File: config.mk
export PLATFORM = sky130hd
export DESIGN_NAME = poll_unpack
export DESIGN_NICKNAME = d
export VERILOG_FILES = /design/src/rtl/poll_pkg.sv /design/src/rtl/pkt_seq_chk.sv /design/src/rtl/poll_unpack.sv
export SDC_FILE = /design/constraint.sdc
export NUM_CORES = 1
export LEC_CHECK = 0
export CORE_ASPECT_RATIO = 1.1
export CORE_MARGIN = 2
export CORE_UTILIZATION = 50
export CTS_CLUSTER_SIZE = 16
export DETAILED_ROUTE_END_ITERATION = 6
export PLACE_DENSITY = 0.86
export SLEW_MARGIN = 10
export SYNTH_ARGS = -nofsm -noshare
export SYNTH_HDL_FRONTEND = slang
export SYNTH_SLANG_ARGS = --single-unit
File: constraint.sdc
create_clock -name fifo_wrclk -period 7.7 [get_ports fifo_wrclk]
set_input_delay 1.155 -clock fifo_wrclk [delete_from_list [all_inputs] [get_ports fifo_wrclk]]
set_output_delay 1.155 -clock fifo_wrclk [all_outputs]
set_load 0.05 [all_outputs]
File: src/rtl/poll_pkg.sv
// Shared constants, FSM state encoding and header layout for the 4-channel poll link receiver.
package poll_pkg;

  localparam int          NUM_CH    = 4;
  localparam int          PKT_LEN   = 128;
  localparam logic [31:0] HDR_MAGIC = 32'hADF9_0C00;

  localparam int CH_W   = $clog2(NUM_CH);
  localparam int WCNT_W = $clog2(PKT_LEN);

  localparam logic [WCNT_W-1:0] LAST_WORD = WCNT_W'(PKT_LEN - 1);

  typedef enum logic [1:0] {
    IDLE = 2'd0,
    SEQ  = 2'd1,
    PAY  = 2'd2
  } state_e;

  typedef struct packed {
    logic [31:0] magic;
    logic [31:0] ch_id;
  } hdr_t;

  // Channel ids are 1-based on the wire; 0 and anything above NUM_CH are rejected.
  function automatic logic hdr_match(input hdr_t h);
    return (h.magic == HDR_MAGIC) && (h.ch_id >= 32'd1) && (h.ch_id <= 32'(NUM_CH));
  endfunction

endpackage

File: src/rtl/pkt_seq_chk.sv
// Per-channel expected-sequence table and comparator for the poll link receiver.
// Only instantiated by poll_unpack when SEQ_CHECK_EN is defined.
module pkt_seq_chk
  import poll_pkg::*;
(
  input  logic            clk,
  input  logic            rst,
  input  logic            seq_stb,
  input  logic [63:0]     seq_word,
  input  logic [CH_W-1:0] ch,
  input  logic            done,
  output logic            seq_err
);

  logic [63:0] exp_q [NUM_CH];
  logic [63:0] seq_q;
  logic        seq_err_q;

  always_ff @(posedge clk) begin
    if (rst) begin
      // NOTE: the expectation table is a memory but is still reset, because every channel must restart at 0.
      for (int i = 0; i < NUM_CH; i++) exp_q[i] <= '0;
      seq_q     <= '0;
      seq_err_q <= 1'b0;
    end else begin
      seq_err_q <= seq_stb && (seq_word != exp_q[ch]);
      if (seq_stb) seq_q <= seq_word;
      // Resync from the received value so a single gap produces only one error.
      if (done) exp_q[ch] <= seq_q + 64'd1;
    end
  end

  assign seq_err = seq_err_q;

endmodule

File: src/rtl/poll_unpack.sv
// Receive side of the 4-channel poll link: frame parser and per-channel DCFIFO write demux.
// Optional sequence checking is enabled by defining SEQ_CHECK_EN.
module poll_unpack
  import poll_pkg::*;
#(
  parameter int CNT_W = 32
) (
  input  logic                    fifo_wrclk,
  input  logic                    rst,
  input  logic                    data_valid,
  input  logic [63:0]             up_data,
  input  logic [NUM_CH-1:0]       ch_wrfull,
  output logic [NUM_CH-1:0]       ch_wrreq,
  output logic [63:0]             ch_data,
  output logic                    pkt_done,
  output logic [CH_W-1:0]         pkt_ch,
  output logic                    hdr_err,
  output logic                    len_err,
  output logic                    ovf_err,
  output logic                    seq_err,
  output logic [CNT_W*NUM_CH-1:0] pkt_cnt
);

  state_e                          state_q;
  logic [CH_W-1:0]                 ch_q;
  logic [CH_W-1:0]                 pkt_ch_q;
  logic [WCNT_W-1:0]               wcnt_q;
  logic [NUM_CH-1:0]               ch_wrreq_q;
  logic [63:0]                     ch_data_q;
  logic                            pkt_done_q;
  logic                            hdr_err_q;
  logic                            len_err_q;
  logic                            ovf_err_q;
  logic [NUM_CH-1:0][CNT_W-1:0]    pkt_cnt_q;

  hdr_t            hdr_d;
  logic            hdr_ok_d;
  logic [CH_W-1:0] hdr_ch_d;
  logic            last_word_d;

  always_comb begin
    hdr_d       = hdr_t'(up_data);
    hdr_ok_d    = hdr_match(hdr_d);
    hdr_ch_d    = CH_W'(hdr_d.ch_id - 32'd1);
    last_word_d = (state_q == PAY) && data_valid && (wcnt_q == LAST_WORD);
  end

  always_ff @(posedge fifo_wrclk) begin
    if (rst) begin
      state_q    <= IDLE;
      ch_q       <= '0;
      pkt_ch_q   <= '0;
      wcnt_q     <= '0;
      ch_wrreq_q <= '0;
      ch_data_q  <= '0;
      pkt_done_q <= 1'b0;
      hdr_err_q  <= 1'b0;
      len_err_q  <= 1'b0;
      ovf_err_q  <= 1'b0;
      pkt_cnt_q  <= '0;
    end else begin
      // NOTE: all state here uses non-blocking assignment so every register samples pre-edge values.
      ch_wrreq_q <= '0;
      ch_data_q  <= up_data;
      pkt_done_q <= 1'b0;
      hdr_err_q  <= 1'b0;
      len_err_q  <= 1'b0;
      ovf_err_q  <= 1'b0;

      case (state_q)
        IDLE: begin
          if (data_valid) begin
            if (hdr_ok_d) begin
              ch_q     <= hdr_ch_d;
              pkt_ch_q <= hdr_ch_d;
              state_q  <= SEQ;
            end else begin
              hdr_err_q <= 1'b1;
            end
          end
        end

        SEQ: begin
          if (data_valid) begin
            wcnt_q  <= '0;
            state_q <= PAY;
          end else begin
            len_err_q <= 1'b1;
            state_q   <= IDLE;
          end
        end

        PAY: begin
          if (data_valid) begin
            // A full FIFO drops the word but the packet still runs to completion.
            if (ch_wrfull[ch_q]) ovf_err_q <= 1'b1;
            else                 ch_wrreq_q[ch_q] <= 1'b1;
            wcnt_q <= wcnt_q + 1'b1;
            if (last_word_d) begin
              pkt_done_q      <= 1'b1;
              pkt_cnt_q[ch_q] <= pkt_cnt_q[ch_q] + 1'b1;
              state_q         <= IDLE;
            end
          end else begin
            len_err_q <= 1'b1;
            state_q   <= IDLE;
          end
        end

        default: state_q <= IDLE;
      endcase
    end
  end

`ifdef SEQ_CHECK_EN
  pkt_seq_chk u_seq_chk (
    .clk      (fifo_wrclk),
    .rst      (rst),
    .seq_stb  ((state_q == SEQ) && data_valid),
    .seq_word (up_data),
    .ch       (ch_q),
    .done     (last_word_d),
    .seq_err  (seq_err)
  );
`else
  assign seq_err = 1'b0;
`endif

  assign ch_wrreq = ch_wrreq_q;
  assign ch_data  = ch_data_q;
  assign pkt_done = pkt_done_q;
  assign pkt_ch   = pkt_ch_q;
  assign hdr_err  = hdr_err_q;
  assign len_err  = len_err_q;
  assign ovf_err  = ovf_err_q;
  assign pkt_cnt  = pkt_cnt_q;

endmodule

Yosys cells after proc, flatten, opt, wreduce, memory -nomap -nowiden:

Cells that the tools add are included.

* memories: 0
* input bits: 71
* bits in read-only memories: 0
* output and inout bits: 203
* memory bits (writable): 0
* latch bits: 0
* logic and storage cells: 71
* flip-flop bits (word level): 211

* multiplexer cells: 22
* shift-type cells: 0
* div/mod/pow operators: 0
* $add $sub $neg: 3
* $lt $le $gt $ge: 4
* reduce and logical (&&, ||, !) cells: 16
* multiply operators: 0
* bitwise operators: 4
* equal/unequal tests: 9

Operators by type and width (count)
* 128-bit bitwise mux: 1
* 32-bit binary-select mux with 2-bit select: 1
* 32-bit demux with 2-bit select: 1
* 32-bit 2-to-1 mux: 2
* 32-bit by 1-bit adder with 32-bit output, second input constant: 1
* 32-bit == test, second input constant: 1
* 32-bit by 1-bit greater-or-equal comparator with 1-bit output, second input constant: 1
* 32-bit by 3-bit less-or-equal comparator with 1-bit output, second input constant: 1
* 7-bit 2-to-1 mux: 2
* 7-bit one-hot mux with 2 select lines: 1
* 3-bit AND reduction: 4
* 2-bit 2-to-1 mux: 5
* 2-bit inequality test, second input constant: 4
* 7-bit by 1-bit adder with 7-bit output, second input constant: 1
* 7-bit == test, second input constant: 1
* 1-bit 2-to-1 mux: 6
* 2-bit one-hot mux with 3 select lines: 1
* 3-bit OR reduction: 2
* 1-bit logical AND: 5
* 1-bit NOT: 4
* 2-bit OR reduction: 2
* 4-bit OR reduction: 1
* 2-bit by 3-bit less-than comparator with 1-bit output, second input constant: 1
* 3-bit inequality test, second input constant: 1
* 8 further kinds: 8

Logic depth before layout (Yosys ltp):

Gate-level depths: netlist of run 1.

* word-level depth: 6
* mapped depth: 10
* gate-level depth less buffers: 8

Worst setup path after synthesis of run 1:

No wires, ideal clock.

* path kind: input-to-reg
* start point: in data_valid
* end point: reg pkt_cnt_q, in the netlist pkt_cnt[33]
* arrival: 2.728 ns
* stages: 7
* slack: 4.844 ns
* buffers on the path: 2
* cell sequence: nand2_1 or4_1 clkbuf_1 nor2_1 buf_2 mux2i_1 nor2_1

* word-level cells in the longest chain between the ends: 3

Ends and longest elaborated chain
* from (decl): line poll_unpack.sv:10 `input logic data_valid,`
* 1-bit logical AND (2 in series): line poll_unpack.sv:45 `last_word_d = (state_q == PAY) && data_valid && (wcnt_q == LAST_WORD);`
* 3-bit AND reduction (no line) (*)
* to (signal, indexed assignment): line poll_unpack.sv:101 `pkt_cnt_q[ch_q] <= pkt_cnt_q[ch_q] + 1'b1;`
* to (decl): line poll_unpack.sv:34 `logic [NUM_CH-1:0][CNT_W-1:0] pkt_cnt_q;`

Mark *: on every way between the ends. The rest lies on a longest branch, timed or not.
A chain may end at the register's enable or synchronous reset.

Final worst setup path of run 1:

* start point: in data_valid
* end point: reg pkt_cnt_q, in the netlist pkt_cnt[21]

Same word-level chain as after synthesis.

==> flow_summary_export.csv, run 1 <==
group,metric,value,unit
worst_setup_path,reg2reg_depth,8,
final_layout,num-nets-final,1155,
sta,min_period,4.212,ns
worst_setup_path,r2r_slack,4.13,ns
logic_synthesis,synth.most_common_cell,"dfxtp_1",
sta,hold_viol,0,
final_layout,area_growth,40.55,%
sta,finalSetupTns,0,ns
routing,drtIter0Drc,458,
worst_setup_path,worst-endpoint-required,8.10,ns
clock_tree,postCtsSetupBuffers,0,
worst_setup_path,worstReg2RegEnd,"pkt_cnt[116]",
sta,fmax,237.4,MHz
placement,io_buffer_count,272,
power_and_ir_drop,p_leak,4.010,nW
clock_tree,clock_sinks,211,
logic_synthesis,ys_seq_area_share,49.51,%
clock_tree,cts.htree.levels,1,
logic_synthesis,synth_top_area_share,49.51,%
final_layout,drive_gt1_share,6.966,%
logic_synthesis,synthArstFlopShare,0,%
sta,relSlewSlack,31.28,%
logic_synthesis,synth_edf_count,0,
flow_run,max-cap-violations,0,
logic_synthesis,synth_seq_cells,211,
worst_setup_path,cp-startpoint,"data_valid",
sta,grt_setup_unrepaired,"false",
clock_tree,cts_root_buf,"clkbuf_16",
logic_synthesis,synth_top_area_cell,"dfxtp_1",
floorplanning,num_rows,50,
power_and_ir_drop,power_density,193.3,nW/um^2
worst_setup_path,crit_family,"simple AND/OR/NAND/NOR gates",
sta,setup_viol,0,
clock_tree,cts_buffer_depth,3,
routing,dr.pass1.iters,5,
worst_hold_path,hold_start,"state_q[1]",
placement,gp_congestion,0.8267,
clock_tree,cts_hold_buf,0,
logic_synthesis,postSynthAreaPerCell,10.23,um^2
worst_setup_path,r2r-start,"pkt_ch[1]",
routing,post_drt_wl_per_cell,18.95,um
clock_tree,cts_resized,0,
placement,place_hpwl,16730,um
sta,finalHoldWorstSlack,0.4974,ns
routing,drt-total-wl,24640,um
final_layout,fill_cells,1214,
worst_setup_path,slowest_stage,"nor3_4",
worst_setup_path,start_kind,"primary input",
global_routing,grt_max_degree,119,
final_layout,fin_cells,1300,
routing,ant_nets,0,
logic_synthesis,postSynthCellCount,834,
logic_synthesis,synthesis.area,8532,um^2
clock_tree,clk_latency,0.50,ns
worst_setup_path,crit_chain,"clkdlybuf4s50_1 > nand2_1 > or4_1 > nor3_4 > buf_4 > nor2_1 > a211oi_1",
global_routing,grt_overflow_total,0,
logic_synthesis,syn_nets,913,
worst_setup_path,path_max_fanout,37,
logic_synthesis,synthTopCellsByCount,"dfxtp_1 (211), nor2_1 (155), a211oi_1 (113)",
floorplanning,start_util,50.51,%
sta,finalClockSkew,0.01375,ns
floorplanning,fp.dieW,128.6,um
sta,slew_violations,0,
logic_synthesis,synth_top_flop_cell,"dfxtp_1",
worst_setup_path,cp-endpoint,"pkt_cnt[21]",
sta,worstMarginPinSlew,1.028,ns
worst_setup_path,critPathKind,"primary input to flip-flop",
routing,via_per_inst,5.605,
routing,dr_total_vias,7287,
status,status,"complete, no violations",
sta,finalCritPeriodShare,54.70,%
worst_setup_path,critPathArrivalTime,4.61,ns
global_routing,antenna_found_initial,1,
worst_setup_path,cp_num_buf_inv,2,
worst_setup_path,cp.depth,7,
global_routing,grt_use_total,26.15,%
floorplanning,ios,274,
worst_setup_path,crit_path_end_kind,"flip-flop",
clock_tree,cts_tree,"yes",
floorplanning,dieArea,18130,um^2
worst_setup_path,critPathMaxStageDelay,0.86,ns
power_and_ir_drop,peakVddDrop,0.0001421,V
routing,drcViolationCount,0,
logic_synthesis,synth_area_leaders,"dfxtp_1 (50%), a211oi_1 (9.9%), nor2_1 (6.8%), mux4_2 (6.1%), nor2b_1 (4.5%)",
placement,placedCellCount,1260,
global_routing,grt_pass1_wl,37830,um
logic_synthesis,yosysWarnings,0,
clock_tree,cts.reportedPaths.clkPinSlew,0.06,ns
floorplanning,die_h,141.0,um
clock_tree,numCtsBuffers,22,
global_routing,first_global_vias,6956,
worst_hold_path,hold_path.class,"flip-flop to flip-flop",
logic_synthesis,synthDistinctLibCells,50,
floorplanning,coreArea,16890,um^2
[layer usage]
metal | vias to the layer above | part of all wire (%) | routed length [um] | track usage (%)
met3 | 40 | 8.2 | 2026 | 5.541
met5 | - | 0 | 0 | 0
met2 | 336 | 50 | 12330 | 45.58
met1 | 3429 | 39 | 9600 | 31.78
met4 | 0 | 2.8 | 682 | 9.611
li1 | 3482 | - | - | -
[sequential cells by signal, indices dropped and copies added, names as in the netlist, 2 cells and up]
| name | count |
|---|---|
| state_q | 2 |
| ch_data | 64 |
| wcnt_q | 7 |
| pkt_cnt | 128 |
| ch_wrreq | 4 |
| pkt_ch | 2 |
[worst min-delay path by stage]
| stage | to | slack, ns | cells past startpoint |
|---|---|---|---|
| final | state_q[1] | 0.50 | 2 |
| after global routing | pkt_cnt[24] | 0.54 | 2 |
| after CTS | state_q[1] | 0.50 | 2 |
| after detailed placement | state_q[1] | 0.49 | 2 |
| after global placement | state_q[1] | 0.48 | 2 |
| after floorplan | state_q[1] | 0.47 | 2 |
[cell type report]
class / count / area, um^2 / area share [%]
multi-input combinational: 548 / 3980 / 33.19
timing repair buffer: 279 / 2776 / 23.15
clock buffer: 34 / 636.9 / 5.311
sequential: 211 / 4227 / 35.25
antenna: 1 / 2.502 / 0.02087
tap: 208 / 260.3 / 2.170
clock inverter: 5 / 56.30 / 0.4695
inverter: 14 / 52.55 / 0.4382
[logic make-up (layout without fill, tap and decap cells)]
logic type / Yosys count / in the layout / share of synthesized area [%]
other: 1 / 2 / 0.04395
buffers and inverters: 75 / 332 / 4.135
adder cells (fa/ha/maj): 8 / 8 / 1.173
AO/OA/AOI/OAI: 141 / 141 / 11.98
flip-flops: 211 / 211 / 49.51
multiplexers: 53 / 53 / 11.20
AND/OR/NAND/NOR: 316 / 316 / 18.98
XOR/XNOR: 29 / 29 / 2.977
[worst register-to-register path: stages, from the launching register on]
cell and delay (ns):
dfxtp_2 0.70, buf_4 0.50, mux4_2 0.42, ha_1 0.24
nand4_1 0.23, nor4_4 0.58, nand3_1 0.19, xor2_1 0.38
a211oi_1 0.17
[layout by cell type, fill, tap and decap left out, types with 7 or more instances in the layout]
cell type        count
xnor2_1             10
a211oi_1           113
nor2b_1             61
ha_1                 8
clkbuf_16           23
mux4_1               8
xor2_1              19
nand3_1             10
mux4_2              23
buf_4                7
nand2_1             19
o21ai_0              8
clkdlybuf4s50_1    271
inv_1               14
nor2_1             153
dfxtp_1            209
clkbuf_1             9
nor4_1              12
a21oi_1              7
mux2i_1             19
nand4_1             22
[where the power goes]
group / switching [mW] / total (mW) / internal (mW)
clock network: 0.422 / 1.03 / 0.604
registers: 0.00433 / 1.11 / 1.11
logic: 0.106 / 0.179 / 0.0722
total: 0.533 / 2.32 / 1.79
[stage by stage]
stage	worst slack, ns	cell area [um^2]	power, mW	util, %
5_1_grt	3.239	11990	2.386	70.99
3_3_place_gp	3.079	11300	1.315	66.87
3_5_place_dp	3.030	11300	1.316	66.87
6_report	3.488	11990	2.319	70.99
2_1_floorplan	4.844	8532	1.235	-
4_1_cts	3.519	11990	2.334	70.98
No activity file was read; power rests on OpenSTA's default activity.
==> run 2: changes to the inputs <==
--- a/config.mk
+++ b/config.mk
@@ -7,10 +7,10 @@
 export LEC_CHECK = 0
 export CORE_ASPECT_RATIO = 1.1
 export CORE_MARGIN = 2
-export CORE_UTILIZATION = 50
+export CORE_UTILIZATION = 46
 export CTS_CLUSTER_SIZE = 16
 export DETAILED_ROUTE_END_ITERATION = 6
-export PLACE_DENSITY = 0.86
+export PLACE_DENSITY = 0.8
 export SLEW_MARGIN = 10
 export SYNTH_ARGS = -nofsm -noshare
 export SYNTH_HDL_FRONTEND = slang
==> constraint.sdc (replaced) <==
create_clock -name fifo_wrclk -period 4.3 [get_ports fifo_wrclk]
set_input_delay 0.645 -clock fifo_wrclk [delete_from_list [all_inputs] [get_ports fifo_wrclk]]
set_output_delay 0.645 -clock fifo_wrclk [all_outputs]
set_load 0.05 [all_outputs]
==> run 2 against run 1 <==
Global-route usage decreased by 2.0 points. Hold slack got worse by 0.00091 ns. Largest cell class unchanged. Total power increased by 84%. Die area increased by 8.4%. Highest routed layer unchanged. Sequential power increased by 79%. Largest power group unchanged. Non-clock buffer count increased by 3. Sequential share of layout area decreased by 0.50 points. Count of clock-buffer cells in the layout decreased by 3. Critical endpoint is now pkt_cnt[123].
==> flow_summary_export.csv, run 2 (synthesized netlist as in run 1, its figures left out) <==
group,metric,value,unit
clock_tree,cts_hold_buf,0,
routing,highest_layer,"met4",
clock_tree,postCtsSetupBuffers,0,
routing,dr_total_vias,7248,
routing,wl_met2,12160,um
power_and_ir_drop,p_leak,4.059,nW
clock_tree,cts_buffer_depth,3,
placement,io_buffer_count,272,
floorplanning,coreArea,18280,um^2
sta,min_period,3.357,ns
power_and_ir_drop,power_density,350.1,nW/um^2
global_routing,grt_pass1_wl,38080,um
global_routing,first_global_vias,6915,
power_and_ir_drop,internal-power,3.299,mW
worst_setup_path,cp-startpoint,"pkt_ch[1]",
routing,drcViolationCount,0,
final_layout,fin_cells,1337,
routing,via_per_inst,5.421,
sta,finalCritPeriodShare,78.06,%
routing,post_drt_wl_per_cell,18.15,um
floorplanning,dieArea,19650,um^2
sta,finalSetupTns,0,ns
sta,grt_setup_unrepaired,"false",
status,status,"complete, no violations",
final_layout,drive_gt1_share,7.770,%
worst_hold_path,hold_path.class,"flip-flop to flip-flop",
sta,worstMarginPinSlew,0.9478,ns
clock_tree,clk_latency,0.50,ns
final_layout,seqCellArea,4227,um^2
floorplanning,fp.dieW,133.9,um
power_and_ir_drop,power_frac_comb,7.5,%
flow_run,max-cap-violations,0,
worst_hold_path,hold_start,"state_q[1]",
global_routing,grt_max_degree,134,
routing,dr.pass1.iters,5,
clock_tree,cts_root_buf,"clkbuf_16",
routing,dr_wl_met3,1662,um
placement,gp_congestion,0.8737,
final_layout,fill_cells,1433,
worst_setup_path,worst-endpoint-required,4.63,ns
final_layout,final_cell_mix,"clkdlybuf4s50_1 (271), dfxtp_1 (209), nor2_1 (153), a211oi_1 (113), nor2b_1 (61)",
sta,fmax,297.9,MHz
power_and_ir_drop,peakVddDrop,0.0002951,V
final_layout,num-nets-final,1158,
worst_setup_path,start_kind,"flip-flop",
floorplanning,start_util,46.67,%
power_and_ir_drop,clkPwrFrac,45.7,%
placement,place_hpwl,16890,um
worst_setup_path,critPathKind,"flip-flop to flip-flop",
clock_tree,cts_tree,"yes",
final_layout,area_growth,42.59,%
sta,hold_viol,0,
routing,ant_nets,0,
worst_setup_path,path_max_fanout,27,
sta,finalClockSkew,0.01828,ns
worst_setup_path,crit_path_end_kind,"flip-flop",
power_and_ir_drop,switching_share,22.54,%
sta,setup_viol,0,
clock_tree,clock_sinks,211,
routing,drt-met1-wl,9888,um
placement,placedCellCount,1298,
final_layout,final_common_cell,"clkdlybuf4s50_1",
worst_setup_path,r2r-start,"pkt_ch[1]",
floorplanning,die_h,146.8,um
power_and_ir_drop,p_sw,960.2,uW
sta,relSlewSlack,36.81,%
clock_tree,cts.reportedPaths.clkPinSlew,0.06,ns
routing,drtIter0Drc,393,
clock_tree,cts_resized,0,
floorplanning,num_rows,52,
routing,drt-total-wl,24270,um
sta,slew_violations,0,
floorplanning,ios,274,
clock_tree,cts.htree.levels,1,
global_routing,grt_use_total,24.13,%
final_layout,multi_input_area,3980,um^2
clock_tree,numCtsBuffers,22,
worst_setup_path,critPathArrivalTime,3.69,ns
global_routing,antenna_found_initial,0,
final_layout,antenna_cells,0,
power_and_ir_drop,pwr-share-seq,46.8,%
global_routing,grt_overflow_total,0,
final_layout,largest_register_ffs,128,
==> run 2: cell types whose count changed in the layout (fill, tap and decap cells not counted), sizes merged <==
cell / previous run / this run
buf: 8 / 11
bufinv: 1 / 2
clkbuf: 34 / 31
clkinvlp: 0 / 3
diode: 1 / 0
inv: 15 / 14
==> run 2: per-stage QoR <==
step	hold WS [ns]	instance area, um^2	power (mW)	util, %	setup WS, ns
after global placement	0.4821	11410	2.356	62.42	0.9550
final	0.4965	12170	4.259	66.54	0.9433
after floorplan	0.4661	8532	2.211	-	1.574
after detailed placement	0.4910	11410	2.358	62.42	0.9077
after global routing	0.5329	12170	4.400	66.54	0.6705
after CTS	0.5005	12170	4.304	66.54	0.9787
==> run 2: path summary, 6_finish.rpt <==
check,to,slack [ns],cells past startpoint
worst max register to register,pkt_cnt[123],0.94,6
worst min-delay path,state_q[1],0.50,2
worst min register to register,state_q[1],0.50,2
worst max-delay path,pkt_cnt[123],0.94,6
==> run 2: layer usage <==
metal / up-vias / GRT usage [%]
met1: 3426 / 30.47
met4: 0 / 6.862
met5: - / 0
met2: 304 / 42.23
li1: 3480 / -
met3: 38 / 4.382
==> run 2: critical path, cell delays in order, from the launching register on <==
cell and delay (ns):
dfxtp_2 0.92, mux4_1 0.53, nand2_1 0.17, nor3_2 0.78, nand4_1 0.21, xnor2_1 0.45, a211oi_1 0.14
==> run 2: cell type report <==
| class | instances | area share, % |
|---|---|---|
| multi-input cells | 548 | 32.72 |
| well taps | 243 | 2.499 |
| clock buffers | 31 | 5.389 |
| clock inverters | 8 | 0.8022 |
| inverters | 14 | 0.4320 |
| repair buffers | 282 | 23.42 |
| flip-flops and latches | 211 | 34.74 |
==> run 2: power groups by stage <==
stage | Combinational [mW] | Sequential [mW] | Clock, mW
after detailed placement | 0.319 | 2.04 | 0
after CTS | 0.320 | 2.00 | 1.99
after global placement | 0.318 | 2.04 | 0
final | 0.319 | 1.99 | 1.95
after global routing | 0.334 | 2.00 | 2.07
after floorplan | 0.0576 | 2.15 | 0
==> run 3: changes to the inputs <==
--- a/config.mk
+++ b/config.mk
@@ -7,10 +7,10 @@
 export LEC_CHECK = 0
 export CORE_ASPECT_RATIO = 1.1
 export CORE_MARGIN = 2
-export CORE_UTILIZATION = 46
+export CORE_UTILIZATION = 42
 export CTS_CLUSTER_SIZE = 16
 export DETAILED_ROUTE_END_ITERATION = 6
-export PLACE_DENSITY = 0.8
+export PLACE_DENSITY = 0.77
 export SLEW_MARGIN = 10
 export SYNTH_ARGS = -nofsm -noshare
 export SYNTH_HDL_FRONTEND = slang
==> constraint.sdc (replaced) <==
create_clock -name fifo_wrclk -period 2.85 [get_ports fifo_wrclk]
set_input_delay 0.4275 -clock fifo_wrclk [delete_from_list [all_inputs] [get_ports fifo_wrclk]]
set_output_delay 0.4275 -clock fifo_wrclk [all_outputs]
set_load 0.05 [all_outputs]
==> run 3 against run 2 <==
Routed wire length is 2.5% higher. First-iteration DRC count is 18% higher. Combinational power is 52% higher. Hold slack worse by 0.067 ns. Sequential power is 51% higher. Clock skew is 0.0058 ns lower. Critical path depth is 2 higher. Register-to-register slack worse by 0.78 ns. Total power is 52% higher. Global-route usage is 1.7 points lower. Utilization is 4.4 points lower. Worst setup slack worse by 0.78 ns. Critical endpoint is now pkt_cnt[87]. Largest cell class unchanged. Largest power group unchanged.
==> flow_summary_export.csv, run 3 (synthesized netlist as in run 1, its figures left out) <==
group,metric,value,unit
status,status,"complete, no violations",
floorplanning,start_util,42.95,%
clock_tree,clock_sinks,211,
final_layout,largest_register_ffs,128,
power_and_ir_drop,internal-power,5.039,mW
global_routing,grt_pass1_wl,39080,um
sta,setup_viol,0,
power_and_ir_drop,peakVddDrop,0.0006144,V
clock_tree,clk_latency,0.50,ns
global_routing,antenna_found_initial,0,
worst_setup_path,crit_path_end_kind,"flip-flop",
routing,dr_total_vias,7337,
clock_tree,cts_hold_buf,0,
sta,fmax,371.8,MHz
worst_setup_path,reg2reg_depth,8,
worst_hold_path,hold_path.class,"primary input to flip-flop",
final_layout,drive_gt1_share,9.386,%
sta,slew_violations,0,
floorplanning,ios,274,
floorplanning,num_rows,54,
sta,relSlewSlack,50.98,%
placement,gp_congestion,0.8218,
routing,post_drt_wl_per_cell,18.29,um
routing,via_per_inst,5.395,
worst_setup_path,critPathMaxStageDelay,0.61,ns
worst_hold_path,whs_endpoint,"ch_data[23]",
floorplanning,fp.dieW,139.9,um
final_layout,num-nets-final,1171,
power_and_ir_drop,p_sw,1.448,mW
power_and_ir_drop,pwr-share-seq,46.4,%
worst_setup_path,r2r_slack,0.16,ns
clock_tree,numCtsBuffers,22,
power_and_ir_drop,clkPwrFrac,46.1,%
sta,grt_setup_unrepaired,"true",
sta,finalClockSkew,0.01246,ns
clock_tree,cts_root_buf,"clkbuf_16",
worst_setup_path,path_max_fanout,24,
worst_setup_path,cp-startpoint,"pkt_ch[1]",
power_and_ir_drop,switching_share,22.32,%
placement,place_hpwl,17990,um
worst_hold_path,hold_path_depth,2,
worst_setup_path,r2r-start,"pkt_ch[1]",
final_layout,final_cell_mix,"clkdlybuf4s50_1 (271), dfxtp_1 (209), nor2_1 (151), a211oi_1 (113), nor2b_1 (61)",
worst_setup_path,path_common_cell,"buf_4",
power_and_ir_drop,p_leak,4.177,nW
global_routing,first_global_vias,7154,
worst_setup_path,worst-endpoint-required,3.21,ns
final_layout,final_util,62.11,%
placement,io_buffer_count,272,
worst_setup_path,critPathKind,"flip-flop to flip-flop",
routing,ant_nets,0,
power_and_ir_drop,power_frac_comb,7.5,%
routing,dr.pass1.iters,5,
floorplanning,dieArea,21470,um^2
global_routing,grt_overflow_total,0,
flow_run,max-cap-violations,0,
floorplanning,coreArea,19860,um^2
power_and_ir_drop,power_density,525.9,nW/um^2
clock_tree,postCtsSetupBuffers,0,
final_layout,antenna_cells,0,
final_layout,final_common_cell,"clkdlybuf4s50_1",
clock_tree,cts_buffer_depth,3,
worst_setup_path,crit_chain,"buf_4 > mux4_2 > nand4_2 > nor4_4 > buf_4 > nand3_2 > xor2_1 > a211oi_1",
routing,drt-total-wl,24880,um
floorplanning,die_h,153.5,um
final_layout,finalInstanceArea,12340,um^2
sta,worstMarginPinSlew,0.7354,ns
global_routing,grt_max_degree,101,
placement,dpl_cell_area,11550,um^2
global_routing,grt_use_total,22.38,%
worst_hold_path,hold_start,"rst",
worst_setup_path,start_kind,"flip-flop",
sta,min_period,2.689,ns
clock_tree,cts.reportedPaths.clkPinSlew,0.06,ns
clock_tree,cts_tree,"yes",
sta,finalCritPeriodShare,94.36,%
clock_tree,cts.htree.levels,1,
routing,drtIter0Drc,463,
clock_tree,cts_resized,0,
worst_setup_path,slowest_stage,"mux4_2",
routing,drcViolationCount,0,
final_layout,area_growth,44.60,%
worst_setup_path,critPathArrivalTime,3.05,ns
sta,hold_viol,0,
worst_setup_path,worstReg2RegEnd,"pkt_cnt[87]",
[run 3: cell count changes in the layout (fill, tap and decap cells not counted), sizes merged]
cell	delta
clkbuf	-2
bufinv	+1
buf	+13
clkinvlp	-3
clkinv	+5
[run 3: metal layers]
metal	up-vias	track usage (%)	routed length [um]
met3	39	3.947	1663
met4	0	7.286	680
li1	3510	-	-
met5	-	0	0
met1	3496	28.04	10240
met2	292	39.07	12300
[run 3: worst max path at each step]
stage | endpoint | depth (start not counted)
2_1_floorplan | pkt_cnt[78] | 9
3_3_place_gp | pkt_cnt[31] | 8
4_1_cts | pkt_cnt[93] | 7
5_1_grt | pkt_cnt[87] | 8
3_5_place_dp | pkt_cnt[31] | 8
6_report | pkt_cnt[87] | 8
[run 3: worst max-delay path, delay by kind of cell (launching register included)]
kind | cells | cell delay, ns
multiplexers | 1 | 0.61
buffers and inverters | 2 | 0.59
flip-flops | 1 | 0.51
AND/OR/NAND/NOR | 3 | 0.35
XOR/XNOR | 1 | 0.35
AO/OA/AOI/OAI | 1 | 0.14
[run 3: area by class of cell]
class	count	area, um^2
clock inverter	11	130.1
fill	1628	7527
multi-input combinational	548	4003
tap	252	315.3
inverter	14	52.55
timing repair buffer	295	2972
sequential	211	4227
clock buffer	29	638.1
[run 3: power by group through the flow]
stage	clock network (mW)	registers [mW]	logic (mW)
2_1_floorplan	0	3.25	0.0870
3_3_place_gp	0	3.08	0.483
3_5_place_dp	0	3.08	0.486
4_1_cts	3.03	3.01	0.488
5_1_grt	3.17	3.01	0.505
6_report	2.99	3.01	0.486
[run 3: metrics by stage]
stage	worst slack [ns]	power (mW)	instances	hold WS [ns]	setup TNS [ns]
after floorplan	0.1244	3.337	834	0.4661	0
after global placement	0.1131	3.558	1320	0.4836	0
after detailed placement	0.02727	3.562	1320	0.5077	0
after CTS	0.1148	6.532	1360	0.4298	0
after global routing	-0.001193	6.684	1360	0.4562	-0.001193
final	0.1606	6.487	1360	0.4299	0
